### src/rtl/mc14500_pkg.sv
//==============================================================================
// Module      : mc14500_pkg
// Description : Shared types for the MC14500B fetch path: opcode set, fetch
//               controller states and the prefetch FIFO entry layout.
// Revision    : 1.0 - initial release
//==============================================================================
`default_nettype none

package mc14500_pkg;

    localparam int OPCODE_WIDTH   = 4;
    localparam int DEF_ADDR_WIDTH = 8;
    localparam int DEF_DATA_WIDTH = 8;

    typedef enum logic [OPCODE_WIDTH-1:0] {
        NOPO = 4'd0, LD, LDC, AND, ANDC, OR, ORC, XNOR,
        STO, STOC, IEN, OEN, JMP, RTN, SKZ, NOPF
    } opcode_t;

    typedef enum logic [1:0] {
        IDLE    = 2'd0,
        REQ     = 2'd1,
        DISCARD = 2'd2
    } fetch_state_t;

    // Default-width entry; the fetch unit re-declares it at its own widths.
    typedef struct packed {
        logic [DEF_DATA_WIDTH-1:0] data;
        logic [DEF_ADDR_WIDTH-1:0] pc;
    } fifo_entry_t;

endpackage

`default_nettype wire

### src/rtl/fetch_fifo.sv
//==============================================================================
// Module      : fetch_fifo
// Description : Synchronous prefetch FIFO of fetched entries; flush wins over
//               push and pop.
// Revision    : 1.0 - initial release
//==============================================================================
`default_nettype none

module fetch_fifo
    import mc14500_pkg::*;
#(
    parameter int  DEPTH   = 2,
    parameter type ENTRY_T = fifo_entry_t,
    parameter int  CNT_W   = $clog2(DEPTH + 1)
) (
    input  logic             clk,
    input  logic             reset_n,
    input  logic             push,
    input  logic             pop,
    input  logic             flush,
    input  ENTRY_T           wdata,
    output ENTRY_T           rdata,
    output logic             full,
    output logic             empty,
    output logic [CNT_W-1:0] count
);

    localparam int PTR_W = $clog2(DEPTH);

    ENTRY_T            mem_q [DEPTH];
    logic [PTR_W-1:0]  wr_ptr_q;
    logic [PTR_W-1:0]  rd_ptr_q;
    logic [CNT_W-1:0]  count_q;
    logic              do_push;
    logic              do_pop;

    // Pointers wrap explicitly so non-power-of-two depths work.
    function automatic logic [PTR_W-1:0] ptr_inc(input logic [PTR_W-1:0] p);
        return (p == PTR_W'(DEPTH - 1)) ? '0 : p + PTR_W'(1);
    endfunction

    assign full    = (count_q == CNT_W'(DEPTH));
    assign empty   = (count_q == '0);
    assign count   = count_q;
    assign rdata   = mem_q[rd_ptr_q];
    assign do_pop  = pop && !empty;
    assign do_push = push && (!full || do_pop);

    always_ff @(posedge clk or negedge reset_n) begin
        if (!reset_n) begin
            wr_ptr_q <= '0;
            rd_ptr_q <= '0;
            count_q  <= '0;
        end else if (flush) begin
            wr_ptr_q <= '0;
            rd_ptr_q <= '0;
            count_q  <= '0;
        end else begin
            if (do_push) begin
                wr_ptr_q <= ptr_inc(wr_ptr_q);
            end
            if (do_pop) begin
                rd_ptr_q <= ptr_inc(rd_ptr_q);
            end
            count_q <= count_q + CNT_W'(do_push) - CNT_W'(do_pop);
        end
    end

    always_ff @(posedge clk) begin
        if (do_push && !flush) begin
            mem_q[wr_ptr_q] <= wdata;
        end
    end

endmodule

`default_nettype wire

### src/rtl/instruction_fetch.sv
//==============================================================================
// Module      : instruction_fetch
// Description : MC14500B fetch unit: req/ack program-memory reader feeding a
//               prefetch FIFO, with redirect flush. IFETCH_PERF_EN adds
//               saturating fetch/flush counters.
// Revision    : 1.0 - initial release
//==============================================================================
`default_nettype none

module instruction_fetch
    import mc14500_pkg::*;
#(
    parameter int ADDR_WIDTH = 8,
    parameter int DATA_WIDTH = 8,
    parameter int FIFO_DEPTH = 2
) (
    input  logic                           clk,
    input  logic                           reset_n,
    input  logic                           redirect_valid,
    input  logic [ADDR_WIDTH-1:0]          redirect_addr,
    output logic                           mem_req,
    output logic [ADDR_WIDTH-1:0]          mem_addr,
    input  logic                           mem_ack,
    input  logic [DATA_WIDTH-1:0]          mem_rdata,
    output logic                           instr_valid,
    input  logic                           instr_ready,
    output logic [OPCODE_WIDTH-1:0]        instr_opcode,
    output logic [DATA_WIDTH-OPCODE_WIDTH-1:0] instr_operand,
    output logic [ADDR_WIDTH-1:0]          instr_pc,
    output logic [15:0]                    fetch_count,
    output logic [15:0]                    flush_count
);

    localparam int CNT_W = $clog2(FIFO_DEPTH + 1);

    typedef struct packed {
        logic [DATA_WIDTH-1:0] data;
        logic [ADDR_WIDTH-1:0] pc;
    } entry_t;

    fetch_state_t          state_q, state_d;
    logic [ADDR_WIDTH-1:0] fetch_addr_q, fetch_addr_d;
    logic [ADDR_WIDTH-1:0] mem_addr_q, mem_addr_d;
    logic                  push;
    logic                  pop;
    logic                  fifo_full;
    logic                  fifo_empty;
    logic [CNT_W-1:0]      fifo_count;
    logic                  room_after_push;
    entry_t                wr_entry;
    entry_t                head;

    // mem_req is decoded straight from the async-reset state so it drops
    // the moment reset_n falls.
    assign mem_req     = (state_q != IDLE);
    assign mem_addr    = mem_addr_q;
    assign instr_valid = !fifo_empty;
    assign pop         = instr_valid && instr_ready && !redirect_valid;
    assign wr_entry    = '{data: mem_rdata, pc: fetch_addr_q};

    // After this cycle's push (and any pop) there is still a slot for the next read.
    assign room_after_push = (fifo_count < CNT_W'(FIFO_DEPTH - 1)) || pop;

    fetch_fifo #(
        .DEPTH   (FIFO_DEPTH),
        .ENTRY_T (entry_t),
        .CNT_W   (CNT_W)
    ) u_fifo (
        .clk     (clk),
        .reset_n (reset_n),
        .push    (push),
        .pop     (pop),
        .flush   (redirect_valid),
        .wdata   (wr_entry),
        .rdata   (head),
        .full    (fifo_full),
        .empty   (fifo_empty),
        .count   (fifo_count)
    );

    assign instr_opcode  = instr_valid ? head.data[DATA_WIDTH-1 -: OPCODE_WIDTH] : '0;
    assign instr_operand = instr_valid ? head.data[DATA_WIDTH-OPCODE_WIDTH-1:0] : '0;
    assign instr_pc      = instr_valid ? head.pc : '0;

    always_comb begin
        state_d      = state_q;
        fetch_addr_d = fetch_addr_q;
        mem_addr_d   = mem_addr_q;
        push         = 1'b0;

        case (state_q)
            IDLE: begin
                if (!fifo_full || pop) begin
                    state_d = REQ;
                end
            end
            REQ: begin
                if (mem_ack) begin
                    push         = 1'b1;
                    fetch_addr_d = fetch_addr_q + ADDR_WIDTH'(1);
                    if (!room_after_push) begin
                        state_d = IDLE;
                    end
                end
            end
            DISCARD: begin
                if (mem_ack) begin
                    state_d = REQ;
                end
            end
            default: state_d = IDLE;
        endcase

        if (redirect_valid) begin
            push         = 1'b0;
            fetch_addr_d = redirect_addr;
            state_d      = (mem_req && !mem_ack) ? DISCARD : REQ;
        end

        // A new request latches its address; DISCARD keeps the old one.
        if (state_d == REQ) begin
            mem_addr_d = fetch_addr_d;
        end
    end

    always_ff @(posedge clk or negedge reset_n) begin
        if (!reset_n) begin
            state_q      <= IDLE;
            fetch_addr_q <= '0;
            mem_addr_q   <= '0;
        end else begin
            state_q      <= state_d;
            fetch_addr_q <= fetch_addr_d;
            mem_addr_q   <= mem_addr_d;
        end
    end

`ifdef IFETCH_PERF_EN
    logic [15:0] fetch_count_q;
    logic [15:0] flush_count_q;

    always_ff @(posedge clk or negedge reset_n) begin
        if (!reset_n) begin
            fetch_count_q <= '0;
            flush_count_q <= '0;
        end else begin
            if (push && (fetch_count_q != 16'hFFFF)) begin
                fetch_count_q <= fetch_count_q + 16'd1;
            end
            if (redirect_valid && (flush_count_q != 16'hFFFF)) begin
                flush_count_q <= flush_count_q + 16'd1;
            end
        end
    end

    assign fetch_count = fetch_count_q;
    assign flush_count = flush_count_q;
`else
    assign fetch_count = '0;
    assign flush_count = '0;
`endif

endmodule

`default_nettype wire
### config.mk
export PLATFORM = sky130hd
export DESIGN_NAME = instruction_fetch
export DESIGN_NICKNAME = d
export VERILOG_FILES = /design/src/rtl/mc14500_pkg.sv /design/src/rtl/fetch_fifo.sv /design/src/rtl/instruction_fetch.sv
export SDC_FILE = /design/constraint.sdc
export NUM_CORES = 1
export LEC_CHECK = 0
export BUFFER_PORTS_ARGS = -buffer_cell sky130_fd_sc_hd__buf_2
export CAP_MARGIN = 20
export CORE_UTILIZATION = 51
export CTS_CLUSTER_SIZE = 10
export DETAILED_ROUTE_END_ITERATION = 12
export PLACE_DENSITY_LB_ADDON = 0.15
export RECOVER_POWER = 100
export SYNTH_ARGS = -nofsm -noshare
export SYNTH_HDL_FRONTEND = slang
export SYNTH_SLANG_ARGS = --single-unit
### constraint.sdc
create_clock -name clk -period 3.3 [get_ports clk]
set_input_delay 0.66 -clock clk [delete_from_list [all_inputs] [get_ports clk]]
set_output_delay 0.66 -clock clk [all_outputs]
set_load 0.02 [all_outputs]
==> results by group, run 1 <==
Status
  – Outcome: complete, no violations

Timing
  – Fmax: just under 0.4 GHz
  – Period minus WS final: 2.57 ns
  – Final worst path period share: 0.779
  – Final Max Tran Viols: 0
  – Worst slew pin tran: 1.20 ns
  – # setup viols final: 0
  – Slew headroom: 0.201
  – Final worst slack: about 0.73 ns
  – Hold Vio Cnt, Final: 0
  – Unrepaired setup endpoints after global routing: no
  – Setup_tns: 0 ns
  – Setup Skew: around 0.0059 ns

Routing
  – Vias: around 1.6k
  – First DRT Iteration DRCs: between 90 and 100
  – Avg Vias per Cell: 4.82
  – Final wirelength: about 4400 um
  – Post-route ant nets: 0
  – Drt first pass iters: 4
  – Wirelength per Cell: about 13 um
  – Post-route DRC violation count: 0

Global routing
  – Initial antenna violation count: 0
  – First-pass GRT wire length: between 7000 and 8000 um
  – Total global routing overflow: 0
  – Largest net degree at the start of global routing: 26
  – Vias in the first global route: around 1.5k
  – GRT Overall Usage: 0.178

Floorplanning
  – Core Footprint: roughly 4800 um^2
  – Die Y: 73.5 um
  – Initial Util: 0.542
  – Standard-cell rows: 25
  – Die area: about 5400 um^2
  – Die width: 73.5 um
  – Num ports: 79

Synthesis
  – Post-Syn Area per Cell: ~12 um^2
  – Dominant synthesized flop cell: edfxtp_1
  – Synth warn: 0
  – Netlist cell types: 39
  – Number of synthesized flops with an enable pin: 32
  – Post-synthesis cell count: roughly 210
  – Largest cells by area after synthesis: edfxtp_1 37%, dfrtp_1 21%, buf_4 9.2%
  – Leading area contributor after synthesis: edfxtp_1
  – Seq/Total Area, Yosys: 0.579
  – FFs w/ async S/R, synth: 0.407
  – Area of the mapped netlist: between 2000 and 3000 um^2
  – Post-synth top area share: 0.368
  – Register bit count reported by yosys: 54

Placement
  – Dpl cell area: between 2000 and 3000 um^2
  – Gpl congestion: ~0.78
  – Pre-CTS setup slack: 0.864 ns
  – HPWL after DPL: between 3000 and 4000 um
  – Port Buf Inserts: 46

Worst setup path
  – CP required: ~2.6 ns
  – CP startpoint kind: flip-flop
  – Largest stage delay, worst path: roughly 0.55 ns
  – Critical path's top delay family: buffers and inverters
  – WS Path Type: reg2out
  – Worst path slowest cell: clkbuf_1
  – Bufs and invs on worst path: 3
  – Cell Chain, Critical Path: nor2_1 -> clkbuf_1 -> inv_1 -> clkbuf_1
  – CP dominant cell by count: clkbuf_1
  – Worst Path Max Fanout: 15
  – Data arrival, critical path: 1.91 ns
  – Critical Path Sink Type: primary output

Clock network
  – CTS tree: built
  – Total CTS buffers: 5
  – Maximum buffer depth of the clock tree: 2
  – Root Buffer Master: clkbuf_8
  – CTS H-Tree Depth: 2
  – Worst skew pair latency: ~0.30 ns
  – CTS-repair resized insts: 0
  – Post-CTS Repair Setup Buffers: 0
  – Clock Pin Slew Worst Setup and Hold Paths: about 0.09 ns
  – Hold Buf Count CTS: 0
  – TritonCTS Sinks: 54

Cells and area
  – Sequential cell area: 1510 um^2
  – Filler instances: between 400 and 500
  – Multi-input gate area: 913 um^2
  – Nets: between 200 and 300
  – Share of layout cells above drive strength 1: 0.125
  – Diodes inserted: 0
  – Finished Core Util: 0.590
  – P&R area growth vs syn: 8.87%
  – Post-route cell area: ~2800 um^2

Power
  – Power Total: 1.71 mW
  – Leakage power: about 1.1 nW
  – Pwr dens: 603 nW/um^2
  – VDD IR-drop max: approximately 330 uV

Min path
  – Worst Hold Class: reg2reg

Run
  – MaxCap Viol Count: 0
==> cell type report <==
class / instances / area share
Clock inverter: 2 / 0.0132
Timing Repair Buffer: 49 / 0.0718
Clock buffer: 6 / 0.0255
Sequential cell: 54 / 0.532
Multi-Input combinational cell: 147 / 0.321
Tap cell: 67 / 0.0295
Inverter: 5 / 0.00661
==> cell families after synthesis <==
| group | share of synthesized area |
|---|---|
| AND/OR/NAND/NOR | 0.116 |
| flip-flops | 0.579 |
| buffers and inverters | 0.109 |
| multiplexers | 0.0954 |
| AO/OA/AOI/OAI | 0.0618 |
| XOR/XNOR | 0.0235 |
| adder cells (fa/ha/maj) | 0.0144 |
| other | 0.00144 |
==> placed cells by master (no fill, tap or decap), drive strengths merged, types with 3 or more instances in the layout <==
cell    count
buf        16
or4         5
edfxtp     32
o211ai      5
clkbuf     39
xor2        5
mux2        7
nor3        3
conb       32
dfrtp      22
nand2      14
inv         4
ha          3
nor2       25
a21oi       4
nand3       3
mux2i      17
o21ai       4
==> metrics by stage <==
step	std cells	hold slack, ns
after floorplan	244	0.364
after global placement	322	0.472
after detailed placement	322	0.486
after CTS	330	0.326
after global routing	330	0.518
final	330	0.509
==> synth_stat cells (all sizes together) (2+ instances only) <==
| cell type | n |
|---|---|
| o21ai | 4 |
| a21oi | 4 |
| buf | 34 |
| inv | 4 |
| and2 | 2 |
| clkbuf | 4 |
| xnor2 | 2 |
| or4 | 5 |
| dfrtp | 22 |
| o31ai | 2 |
| o211ai | 5 |
| nand4b | 2 |
| nand2 | 14 |
| mux2 | 7 |
| ha | 3 |
| a31oi | 2 |
| mux2i | 17 |
| nor2 | 25 |
| nor3 | 3 |
| nand3 | 3 |
| nor2b | 2 |
| edfxtp | 32 |
| o21bai | 2 |
| xor2 | 5 |
==> registers in the layout (all words and copies together), names as in the netlist <==
register	cells
u_fifo.wr_ptr_q	1
u_fifo.count	2
state_q	2
u_fifo.rd_ptr_q	1
mem_addr	8
u_fifo.mem_q	32
fetch_addr_q	8
==> where the power goes <==
| part | total, mW | switching, mW | internal, mW |
|---|---|---|---|
| clock | 0.431 | 0.205 | 0.226 |
| combinational | 0.418 | 0.279 | 0.138 |
| sequential | 0.864 | 0.0701 | 0.794 |
| total | 1.71 | 0.554 | 1.16 |
==> worst register-to-register path, delay by kind of cell, from the launching register on <==
| family | cells | cell delay, ns |
|---|---|---|
| buffers and inverters | 3 | 0.78 |
| adders and majority gates | 2 | 0.55 |
| DFF | 1 | 0.43 |
| and+or+nand+nor | 3 | 0.55 |
==> worst paths after layout <==
kind                            startpoint                 end  slack, ns  depth (start not counted)
max in group asynchronous          reset_n         mem_addr[5]       2.01                          1
min in group asynchronous          reset_n         mem_addr[7]       0.58                          1
setup reg to reg           u_fifo.count[0]     u_fifo.count[0]       0.87                          8
setup / recovery           u_fifo.count[0]         instr_valid       0.73                          4
hold reg to reg            fetch_addr_q[7]  u_fifo.mem_q[0][7]       0.51                          0
hold / removal             fetch_addr_q[7]  u_fifo.mem_q[0][7]       0.51                          0
==> routing by layer <==
metal  part of all wire  vias to the layer above  global-route usage
met4             0.0089                        0              0.0620
met3              0.060                        6              0.0384
met2               0.48                       61               0.300
met1               0.45                      741               0.227
li1                   -                      784                   -
met5                  0                        -                   0
No activity file was read; power rests on OpenSTA's default activity.
==> run 2: changes to the inputs <==
--- a/config.mk
+++ b/config.mk
@@ -7,7 +7,7 @@
 export LEC_CHECK = 0
 export BUFFER_PORTS_ARGS = -buffer_cell sky130_fd_sc_hd__buf_2
 export CAP_MARGIN = 20
-export CORE_UTILIZATION = 51
+export CORE_UTILIZATION = 46
 export CTS_CLUSTER_SIZE = 10
 export DETAILED_ROUTE_END_ITERATION = 12
 export PLACE_DENSITY_LB_ADDON = 0.15
==> constraint.sdc (replaced) <==
create_clock -name clk -period 2.1 [get_ports clk]
set_input_delay 0.42 -clock clk [delete_from_list [all_inputs] [get_ports clk]]
set_output_delay 0.42 -clock clk [all_outputs]
set_load 0.02 [all_outputs]
==> run 2 against run 1 <==
Die area up 11%. Final cell count increased by 2.7%. Via count is 0.88% higher. Non-clock buffer count rose by 4. Core utilization fell by 6.0 points. First-iteration DRC count shrank 68%. Combinational power rose by 66%. Global-route usage shrank 2.5 points. Critical path type is now reg2reg. Critical endpoint is now mem_addr[6].
==> results by group, run 2 (same netlist as run 1, synthesis figures left out) <==
Status
  – Outcome: complete, no violations

Power
  – VDD IR-drop max: 489 uV (+48%)
  – Sw power: 0.877 mW (+58%)
  – Leakage power: 1.15 nW (+4.0%)
  – Sw frac: 0.323 (-0.000495)
  – Power Total: 2.71 mW (+59%)
  – Logic gate share of total power: 0.255 (+0.011)
  – Internal: 1.84 mW (+59%)
  – Seq pwr share: 0.489 (-0.015)
  – Clk network pwr share: 0.256 (+0.004)
  – Pwr dens: 937 nW/um^2 (+55%)

Routing
  – Final wirelength: 4250 um (-3.1%)
  – Post-route ant nets: 0 (unchanged)
  – Wire length on met1: 1960 um (-0.25%)
  – DR top layer: met4
  – Met3 WL post-DR: 191 um (-28%)
  – Vias: 1606 (+0.88%)
  – Drt first pass iters: 4 (unchanged)
  – Avg Vias per Cell: 4.74 (-1.8%)
  – First DRT Iteration DRCs: 29 (-68%)
  – Wirelength per Cell: 12.5 um (-5.7%)
  – Metal2 WL: 2040 um (-3.6%)
  – Post-route DRC violation count: 0 (unchanged)

Clock network
  – Post-CTS Repair Setup Buffers: 0 (unchanged)
  – Worst skew pair latency: 0.31 ns (about the same)
  – Hold Buf Count CTS: 0 (unchanged)
  – CTS H-Tree Depth: 2 (unchanged)
  – Maximum buffer depth of the clock tree: 2 (unchanged)
  – TritonCTS Sinks: 54 (unchanged)
  – CTS-repair resized insts: 0 (unchanged)
  – CTS tree: built
  – Total CTS buffers: 5 (unchanged)
  – Root Buffer Master: clkbuf_8
  – Clock Pin Slew Worst Setup and Hold Paths: 0.10 ns (about the same)

Min path
  – Worst Hold Class: in2reg
  – Hold path endpoint: u_fifo.mem_q[0][13]
  – Hold path depth: 1 (+1)
  – HP Start: mem_rdata[5]

Cells and area
  – Max reg flops: 32 (unchanged)
  – Share of layout cells above drive strength 1: 0.157 (+0.0318)
  – Nets: 290 (+1.4%)
  – P&R area growth vs syn: 11.0%
  – Final cell count without fillers: 339 (+2.7%)
  – Diodes inserted: 0 (unchanged)
  – Most frequent cells in the layout: 32 x conb_1, 32 x edfxtp_1, 29 x clkbuf_1
  – Largest register by flop count: u_fifo.mem_q
  – Filler instances: 521 (+19%)

Worst setup path
  – CP startpoint kind: flip-flop
  – Worst Path Max Fanout: 9 (-6)
  – Data arrival, critical path: 2.16 ns (+0.25 ns)
  – R2R Setup Slk: 0.19 ns (-0.68 ns)
  – R2R Path Start: state_q[1]
  – CP required: 2.36 ns (-0.28 ns)
  – Critical Path Sink Type: flip-flop
  – WS Path Type: reg2reg
  – R2r endpoint: mem_addr[6]
  – R2r worst-path depth: 4 (-4)

Global routing
  – Vias in the first global route: 1494 (-3.4%)
  – Initial antenna violation count: 0 (unchanged)
  – First-pass GRT wire length: 7020 um (-1.4%)
  – GRT Overall Usage: 0.152 (-0.0253)
  – Total global routing overflow: 0 (unchanged)
  – Largest net degree at the start of global routing: 23 (-12%)

Placement
  – Placed Cells: 331 (+2.8%)
  – Pre-CTS setup slack: 0.259 ns (-0.605 ns)
  – Port Buf Inserts: 46 (unchanged)
  – Gpl congestion: 0.770 (-0.99%)
  – HPWL after DPL: 3010 um (-3.4%)

Floorplanning
  – Initial Util: 0.477 (-0.0649)
  – Core Footprint: 5470 um^2 (+14%)
  – Die Y: 77.3 um (+5.2%)
  – Die width: 77.3 um (+5.2%)
  – Die area: 5980 um^2 (+11%)
  – Num ports: 79 (unchanged)
  – Standard-cell rows: 27 (+8.0%)

Timing
  – Unrepaired setup endpoints after global routing: no
  – Final worst path period share: 0.909
  – # setup viols final: 0 (unchanged)
  – Slew headroom: 0.197 (-0.00367)
  – Setup Skew: 0.00905 ns (+0.00320 ns)
  – Period minus WS final: ~1.9 ns
  – Final worst slack: 0.192 ns (-0.538 ns)
  – Fmax: ~0.52 GHz
  – Setup_tns: 0 ns (unchanged)
  – Final Max Tran Viols: 0 (unchanged)
  – Hold Vio Cnt, Final: 0 (unchanged)
  – Final Hold Slack: 0.301 ns (-0.208 ns)
  – Worst slew pin tran: 1.20 ns (+0.00551 ns)

Run
  – MaxCap Viol Count: 0 (unchanged)
run 2: power by group through the flow:
stage,Clock [mW],Sequential (mW),Combinational (mW)
floorplan,0,1.38,0.523
global placement,0,1.35,0.744
detailed placement,0,1.35,0.749
CTS,0.716,1.33,0.752
global route,0.752,1.35,0.764
finish,0.696,1.33,0.692
run 2: worst max path at each step:
stage          slack (ns)             endpoint       startpoint
3_3_place_gp         0.29  u_fifo.mem_q[1][10]   redirect_valid
3_5_place_dp         0.26  u_fifo.mem_q[1][10]      instr_ready
6_report             0.19          mem_addr[6]       state_q[1]
5_1_grt              0.09  u_fifo.mem_q[0][13]       state_q[1]
2_1_floorplan        0.17   u_fifo.mem_q[0][0]       state_q[1]
4_1_cts              0.26          instr_pc[1]  u_fifo.rd_ptr_q
run 2: stage by stage:
| stage | util | cell area [um^2] |
|---|---|---|
| finish | 0.529 | 2900 |
| global placement | 0.523 | 2860 |
| CTS | 0.544 | 2980 |
| global route | 0.529 | 2900 |
| detailed placement | 0.523 | 2860 |
| floorplan | - | 2730 |
run 2: worst max-delay path, stage by stage (launching register included):
cell      delay, ns
dfrtp_1        0.46
nand4b_1       0.43
or4_4          0.64
a31oi_4        0.19
mux2_1         0.15
run 2: area by class of cell:
| class | instances | area, um^2 | area share |
|---|---|---|---|
| Inverter | 5 | 18.8 | 0.00648 |
| Clock buffer | 5 | 68.8 | 0.0237 |
| Sequential cell | 54 | 1510 | 0.522 |
| Timing Repair Buffer | 53 | 254 | 0.0877 |
| Clock inverter | 3 | 43.8 | 0.0151 |
| Tap cell | 72 | 90.1 | 0.0311 |
| Multi-Input combinational cell | 147 | 911 | 0.314 |
run 2: routing by layer:
metal  global-route usage  up-vias
met5                    0        -
met3               0.0381        5
li1                     -      796
met4               0.0509        0
met1                0.204      753
met2                0.242       52
